`src/rtl/led_ctrl_if.sv`:
```
// led_ctrl_if: bundles the LED controller's user-side signals.
//   mode      2*NB_LED  per-channel mode, channel i at [2i+1:2i]
//   lvl       NB_LED    follow-mode level sources
//   evt       NB_LED    stretch-mode event strobes
//   key_n     1         raw push-button, active-low, asynchronous
//   key_db    1         debounced key, 1 = pressed
//   key_press 1         one-cycle pulse on accepted press
//   tick      1         one-cycle prescaler strobe
//   led       NB_LED    LED drive, 1 = lit
// master = user logic side, slave = led_ctrl side.
interface led_ctrl_if #(
   parameter int unsigned NB_LED = 8
);
   logic [2*NB_LED-1:0] mode;
   logic [NB_LED-1:0]   lvl;
   logic [NB_LED-1:0]   evt;
   logic                key_n;
   logic                key_db;
   logic                key_press;
   logic                tick;
   logic [NB_LED-1:0]   led;

   modport master (
      output mode, lvl, evt, key_n,
      input  key_db, key_press, tick, led
   );

   modport slave (
      input  mode, lvl, evt, key_n,
      output key_db, key_press, tick, led
   );
endinterface

```
`src/rtl/led_ctrl.sv`:
```
// led_ctrl: NB_LED-channel LED controller with shared prescaler, common blink phase,
// per-channel event pulse-stretchers and a key synchroniser/debouncer.
//   sys_clk  system clock
//   sys_rst  synchronous reset, active-high
//   bus      led_ctrl_if slave: mode/lvl/evt/key_n in; key_db/key_press/tick/led out
// All outputs are registered.
module led_ctrl #(
   parameter int unsigned NB_LED        = 8,
   parameter int unsigned TICK_DIV      = 100000,
   parameter int unsigned BLINK_TICKS   = 500,
   parameter int unsigned STRETCH_TICKS = 50,
   parameter int unsigned DEB_TICKS     = 20
) (
   input logic        sys_clk,
   input logic        sys_rst,
   led_ctrl_if.slave  bus
);

   localparam int unsigned PW = $clog2(TICK_DIV);
   localparam int unsigned BW = (BLINK_TICKS > 1) ? $clog2(BLINK_TICKS) : 1;
   localparam int unsigned SW = $clog2(STRETCH_TICKS + 1);
   localparam int unsigned DW = (DEB_TICKS > 1) ? $clog2(DEB_TICKS) : 1;

   localparam logic [PW-1:0] PreLast = PW'(TICK_DIV - 1);
   localparam logic [BW-1:0] BcLast  = BW'(BLINK_TICKS - 1);
   localparam logic [SW-1:0] ScLoad  = SW'(STRETCH_TICKS);
   localparam logic [DW-1:0] DcLast  = DW'(DEB_TICKS - 1);

   logic [PW-1:0]     pre_q, pre_d;
   logic              tick_stb;
   logic              tick_q;
   logic [BW-1:0]     bc_q, bc_d;
   logic              phase_q, phase_d;
   logic [SW-1:0]     sc_q [NB_LED];
   logic [SW-1:0]     sc_d [NB_LED];
   logic [NB_LED-1:0] led_q, led_d;
   logic              sync1_q, ks_q;
   logic              st_q, st_d;
   logic [DW-1:0]     dc_q, dc_d;
   logic              key_db_q, key_press_q;

   // Internal tick event; counters advance on the same edge that raises the tick output.
   assign tick_stb = (pre_q == PreLast);

   always_comb begin
      pre_d   = tick_stb ? '0 : pre_q + 1'b1;
      bc_d    = bc_q;
      phase_d = phase_q;
      if (tick_stb) begin
         if (bc_q == BcLast) begin
            bc_d    = '0;
            phase_d = ~phase_q;
         end else begin
            bc_d = bc_q + 1'b1;
         end
      end
   end

   // Stretch counters run in every mode; a load beats a same-cycle decrement.
   always_comb begin
      for (int i = 0; i < NB_LED; i++) begin
         sc_d[i] = sc_q[i];
         if (bus.evt[i]) begin
            sc_d[i] = ScLoad;
         end else if (tick_stb && (sc_q[i] != '0)) begin
            sc_d[i] = sc_q[i] - 1'b1;
         end
      end
   end

   // LEDs follow the next-state of phase/stretch so they change on the edge the counters do.
   always_comb begin
      led_d = '0;
      for (int i = 0; i < NB_LED; i++) begin
         case (bus.mode[2*i +: 2])
            2'b00:   led_d[i] = 1'b0;
            2'b01:   led_d[i] = bus.lvl[i];
            2'b10:   led_d[i] = phase_d;
            default: led_d[i] = (sc_d[i] != '0);
         endcase
      end
   end

   // Debounce: DEB_TICKS consecutive ticks with ks != st are needed to accept a new level.
   always_comb begin
      st_d = st_q;
      dc_d = dc_q;
      if (tick_stb) begin
         if (ks_q == st_q) begin
            dc_d = '0;
         end else if (dc_q == DcLast) begin
            st_d = ks_q;
            dc_d = '0;
         end else begin
            dc_d = dc_q + 1'b1;
         end
      end
   end

   always_ff @(posedge sys_clk) begin
      if (sys_rst) begin
         pre_q       <= '0;
         tick_q      <= 1'b0;
         bc_q        <= '0;
         phase_q     <= 1'b0;
         led_q       <= '0;
         sync1_q     <= 1'b1;
         ks_q        <= 1'b1;
         st_q        <= 1'b1;
         dc_q        <= '0;
         key_db_q    <= 1'b0;
         key_press_q <= 1'b0;
         for (int i = 0; i < NB_LED; i++) begin
            sc_q[i] <= '0;
         end
      end else begin
         pre_q       <= pre_d;
         tick_q      <= tick_stb;
         bc_q        <= bc_d;
         phase_q     <= phase_d;
         led_q       <= led_d;
         sync1_q     <= bus.key_n;
         ks_q        <= sync1_q;
         st_q        <= st_d;
         dc_q        <= dc_d;
         key_db_q    <= ~st_d;
         key_press_q <= st_q & ~st_d;
         for (int i = 0; i < NB_LED; i++) begin
            sc_q[i] <= sc_d[i];
         end
      end
   end

   assign bus.led       = led_q;
   assign bus.tick      = tick_q;
   assign bus.key_db    = key_db_q;
   assign bus.key_press = key_press_q;

endmodule
```
`src/flat_wrapper.sv`:
```
// flat-port wrapper written by rule: the top's interface ports become plain ports
module led_ctrl_flat 
#(
   parameter int unsigned NB_LED        = 8,
   parameter int unsigned TICK_DIV      = 100000,
   parameter int unsigned BLINK_TICKS   = 500,
   parameter int unsigned STRETCH_TICKS = 50,
   parameter int unsigned DEB_TICKS     = 20
)
  (sys_clk, sys_rst, bus_mode, bus_lvl, bus_evt, bus_key_n, bus_key_db, bus_key_press, bus_tick, bus_led);
  led_ctrl_if #(.NB_LED(NB_LED)) bus_i ();
  input logic sys_clk;
  input logic sys_rst;
  input wire logic [$bits(bus_i.mode)-1:0] bus_mode;
  input wire logic [$bits(bus_i.lvl)-1:0] bus_lvl;
  input wire logic [$bits(bus_i.evt)-1:0] bus_evt;
  input wire logic [$bits(bus_i.key_n)-1:0] bus_key_n;
  output wire logic [$bits(bus_i.key_db)-1:0] bus_key_db;
  output wire logic [$bits(bus_i.key_press)-1:0] bus_key_press;
  output wire logic [$bits(bus_i.tick)-1:0] bus_tick;
  output wire logic [$bits(bus_i.led)-1:0] bus_led;
  assign bus_i.mode = bus_mode;
  assign bus_i.lvl = bus_lvl;
  assign bus_i.evt = bus_evt;
  assign bus_i.key_n = bus_key_n;
  assign bus_key_db = bus_i.key_db;
  assign bus_key_press = bus_i.key_press;
  assign bus_tick = bus_i.tick;
  assign bus_led = bus_i.led;
  led_ctrl #(.NB_LED(NB_LED), .TICK_DIV(TICK_DIV), .BLINK_TICKS(BLINK_TICKS), .STRETCH_TICKS(STRETCH_TICKS), .DEB_TICKS(DEB_TICKS)) u_core (.sys_clk(sys_clk), .sys_rst(sys_rst), .bus(bus_i));
endmodule
```
`config.mk`:
```
export PLATFORM = sky130hd
export DESIGN_NAME = led_ctrl_flat
export DESIGN_NICKNAME = d
export VERILOG_FILES = /design/src/rtl/led_ctrl_if.sv /design/src/rtl/led_ctrl.sv /design/src/flat_wrapper.sv
export SDC_FILE = /design/constraint.sdc
export NUM_CORES = 1
export LEC_CHECK = 0
export ABC_AREA = 1
export BUFFER_PORTS_ARGS = -buffer_cell sky130_fd_sc_hd__buf_2
export CAP_MARGIN = 20
export CORE_AREA = 2 2 130 132
export CTS_CLUSTER_DIAMETER = 100
export DETAILED_ROUTE_END_ITERATION = 10
export DIE_AREA = 0 0 132 134
export HOLD_SLACK_MARGIN = 0.06
export PLACE_DENSITY_LB_ADDON = 0.2
export SYNTH_ARGS = -nofsm -noshare
export SYNTH_HDL_FRONTEND = slang
export SYNTH_SLANG_ARGS = --single-unit
export TNS_END_PERCENT = 20
```
`constraint.sdc`:
```
create_clock -name sys_clk -period 3 [get_ports sys_clk]
set_input_delay 0.3 -clock sys_clk [delete_from_list [all_inputs] [get_ports sys_clk]]
set_output_delay 0.3 -clock sys_clk [all_outputs]
set_load 0.01 [all_outputs]
```
==> impl_metrics.toml <==
[run_status]
outcome = "finished, final reports clean"

[job]
drv_cap = 0

[logic_synthesis]
syn_inst = 837
yosys.area.top_type = "dfxtp_1"
synth-edff-count = 0
yosysMostFrequentCell = "nand2_1"
synth.area.top_cells = "dfxtp_1, nand2_1, inv_1, nor2_1, nand3_1"
syn-num-nets = 891
synthArstFlopShare = 0
avgSynthCellArea_um2 = 6.74
synth_ff_type = "dfxtp_1"
ys_seq_area_frac = 0.334
synth-seq-cells = 94
synth_warnings = 0
synth_common_cells = "nand2_1, inv_1, nor2_1"
synth_cell_types = 43
synth_top_area_share = 0.334
syn_area_mm2 = 0.00564

[clock_network]
clkTransAtPathRegs_ns = 0.07
cts-root-buf = "clkbuf_16"
clock_latency_ns = 0.35
ctsResizeCount = 0
post_cts_buffers = 0
clk_path_buf_depth = 2
cts_tree = "done"
cts_made_buffers = 9
htreeDepth = 3
cts_sinks = 94
hold_buffers = 0

[grt]
grt_pass1_vias = 4590
grt_util_all_layers = 0.152
grt-ovfl-total = 0
grt_max_degree = 38
grt_pass1_wl_mm = 21.8
antenna_found_initial = 0

[sta]
fin_crit_ns = 2.31
hold_viol = 0
fmax_ghz = 0.434
setup_viol = 0
rsz0062_at_grt = "false"
totalNegativeSetupSlack_ns = 0
slew_headroom = 0.433
worst_pin_slew_ns = 0.848
fin_crit_sh = 0.769
slew_viol_final = 0
skew_ns = 0.00729

[pwr]
p_int_uw = 2080
combPwrFrac = 0.101
switching_share = 0.249
ir_drop_mv = 0.270
power_leakage_uw = 0.00305
p_seq_frac = 0.471
p_sw_uw = 688
p_per_area_mw_per_mm2 = 434
clock_power_share = 0.429

[placed_design]
io_buffers = 45
dpl_cell_area_mm2 = 0.00608
gp_congestion = 0.799
hpwl_mm = 9.37

[route]
vias = 5075
antenna_left = 0
wl_per_cell_um = 11.8
drc_errors = 0
drt-total-wl_mm = 13.0
drtPass1Iterations = 4
viasPerCell = 4.59
dr.first_iter.drc_count = 206

[worst_setup_path]
critPathMaxStageDelay_ns = 0.75
required_ns = 3.28
cp.depth = 9
cpLargestDelayFamily = "simple AND/OR/NAND/NOR gates"
critPathBufInv = 0
r2r_cells = 9
cpMostUsedCell = "nor2_1"
crit_path_top_delay_cell = "nor3_4"
crit_chain = "ha_1 > nand3_4 > nor3_4 > nand3_1 > nor2_1 > nand2_1 > nor2_1 > o21ai_1 > a21oi_1"
startpoint_type = "flip-flop"
ff2ff_setup_slack_ns = 0.69
critPathKind = "flip-flop to flip-flop"
cp.arrival_ns = 2.59
crit_path_end_kind = "flip-flop"
crit_fanout = 15

[floorplanning]
rows = 47
initial_utilization = 0.346
dieHeight_um = 134
design.portCount = 46
core_area_mm2 = 0.0163
die_area_mm2 = 0.0177
die_x_um = 132

[finish]
synthToLayoutAreaGrowth_pct = 13.1
diodes = 0
nets = 936
fin_area_mm2 = 0.00638
drive_gt1_frac = 0.125
fillers = 1774

[min_path]
whs_path_depth = 2
hold_class = "primary input to flip-flop"
metal layers:
layer | global-route usage | part of all wire | vias to the layer above
met5 | 0 | 0 | -
met4 | 0.0531 | 0.013 | 0
met3 | 0.0265 | 0.026 | 11
met2 | 0.241 | 0.44 | 48
met1 | 0.209 | 0.52 | 2270
li1 | - | - | 2746
cell type report:
cell class	count	area, µm²	share of cell area
Clock inverter	3	43.8	0.00687
Clock buffer	12	256	0.0402
Multi-Input combinational cell	589	3140	0.493
Sequential cell	94	1880	0.295
Timing Repair Buffer	49	255	0.0400
Inverter	139	523	0.0820
Tap cell	220	275	0.0432
power by group through the flow:
stage          Sequential, µW  Combinational (µW)  Clock, µW
6_report                 1300                 278       1190
5_1_grt                  1310                 324       1260
4_1_cts                  1300                 280       1220
3_5_place_dp             1330                 279          0
3_3_place_gp             1330                 279          0
2_1_floorplan            1330                 198          0
sequential cells by signal (all words and copies together) (netlist names):
register	cells
u_core.bc_q	9
u_core.bus.key_db	1
u_core.bus.key_press	1
u_core.bus.led	8
u_core.bus.tick	1
u_core.dc_q	5
u_core.ks_q	1
u_core.phase_q	1
u_core.pre_q	17
u_core.sc_q	48
u_core.st_q	1
u_core.sync1_q	1
worst reg2reg max path, delay by kind of cell, from the launching register on:
family	cells	cell delay [ns]
AND/OR/NAND/NOR	6	1.48
adder cells (fa/ha/maj)	1	0.23
AO/OA/AOI/OAI	2	0.18
flip-flops	1	0.35
kinds of logic after synthesis:
family                   count (synthesis)  share of synthesized area
AO/OA/AOI/OAI                           71                     0.0717
XOR/XNOR                                29                     0.0450
adder cells (fa/ha/maj)                 19                     0.0422
buffers and inverters                  154                      0.109
flip-flops                              94                      0.334
AND/OR/NAND/NOR                        470                      0.398
metrics by stage:
step / power, µW / hold WS (ns) / util / setup slack (ns) / cells
finish: 2770 / 0.136 / 0.392 / 0.693 / 1106
global route: 2890 / 0.128 / 0.392 / 0.399 / 1106
CTS: 2800 / 0.124 / 0.392 / 0.666 / 1106
detailed placement: 1610 / 0.399 / 0.373 / 0.695 / 1091
global placement: 1610 / 0.414 / 0.373 / 0.685 / 1091
floorplan: 1530 / 0.376 / - / 1.28 / 837
cell usage in the layout (no fill, tap or decap), drive strengths merged, types with 2 or more instances in the layout:
| cell | count |
|---|---|
| dfxtp | 94 |
| nor3 | 20 |
| nor2 | 138 |
| nand2 | 187 |
| xor2 | 14 |
| clkinv | 3 |
| o21bai | 5 |
| buf | 49 |
| inv | 138 |
| a21boi | 2 |
| ha | 19 |
| a31o | 2 |
| nand3 | 81 |
| nor3b | 2 |
| a21oi | 17 |
| nand4 | 36 |
| clkbuf | 12 |
| or2 | 4 |
| o21ai | 39 |
| o22ai | 3 |
| xnor2 | 15 |
path summary, 6_finish.rpt:
kind | startpoint | end
setup / recovery | u_core.pre_q[0]$_SDFF_PP0_ | u_core.bc_q[7]$_SDFFE_PP0N_
setup reg to reg | u_core.pre_q[0]$_SDFF_PP0_ | u_core.bc_q[7]$_SDFFE_PP0N_
hold / removal | bus_key_n | u_core.sync1_q$_SDFF_PP1_
hold reg to reg | u_core.sync1_q$_SDFF_PP1_ | u_core.ks_q$_SDFF_PP1_
Power figures use the tool's default switching activity.
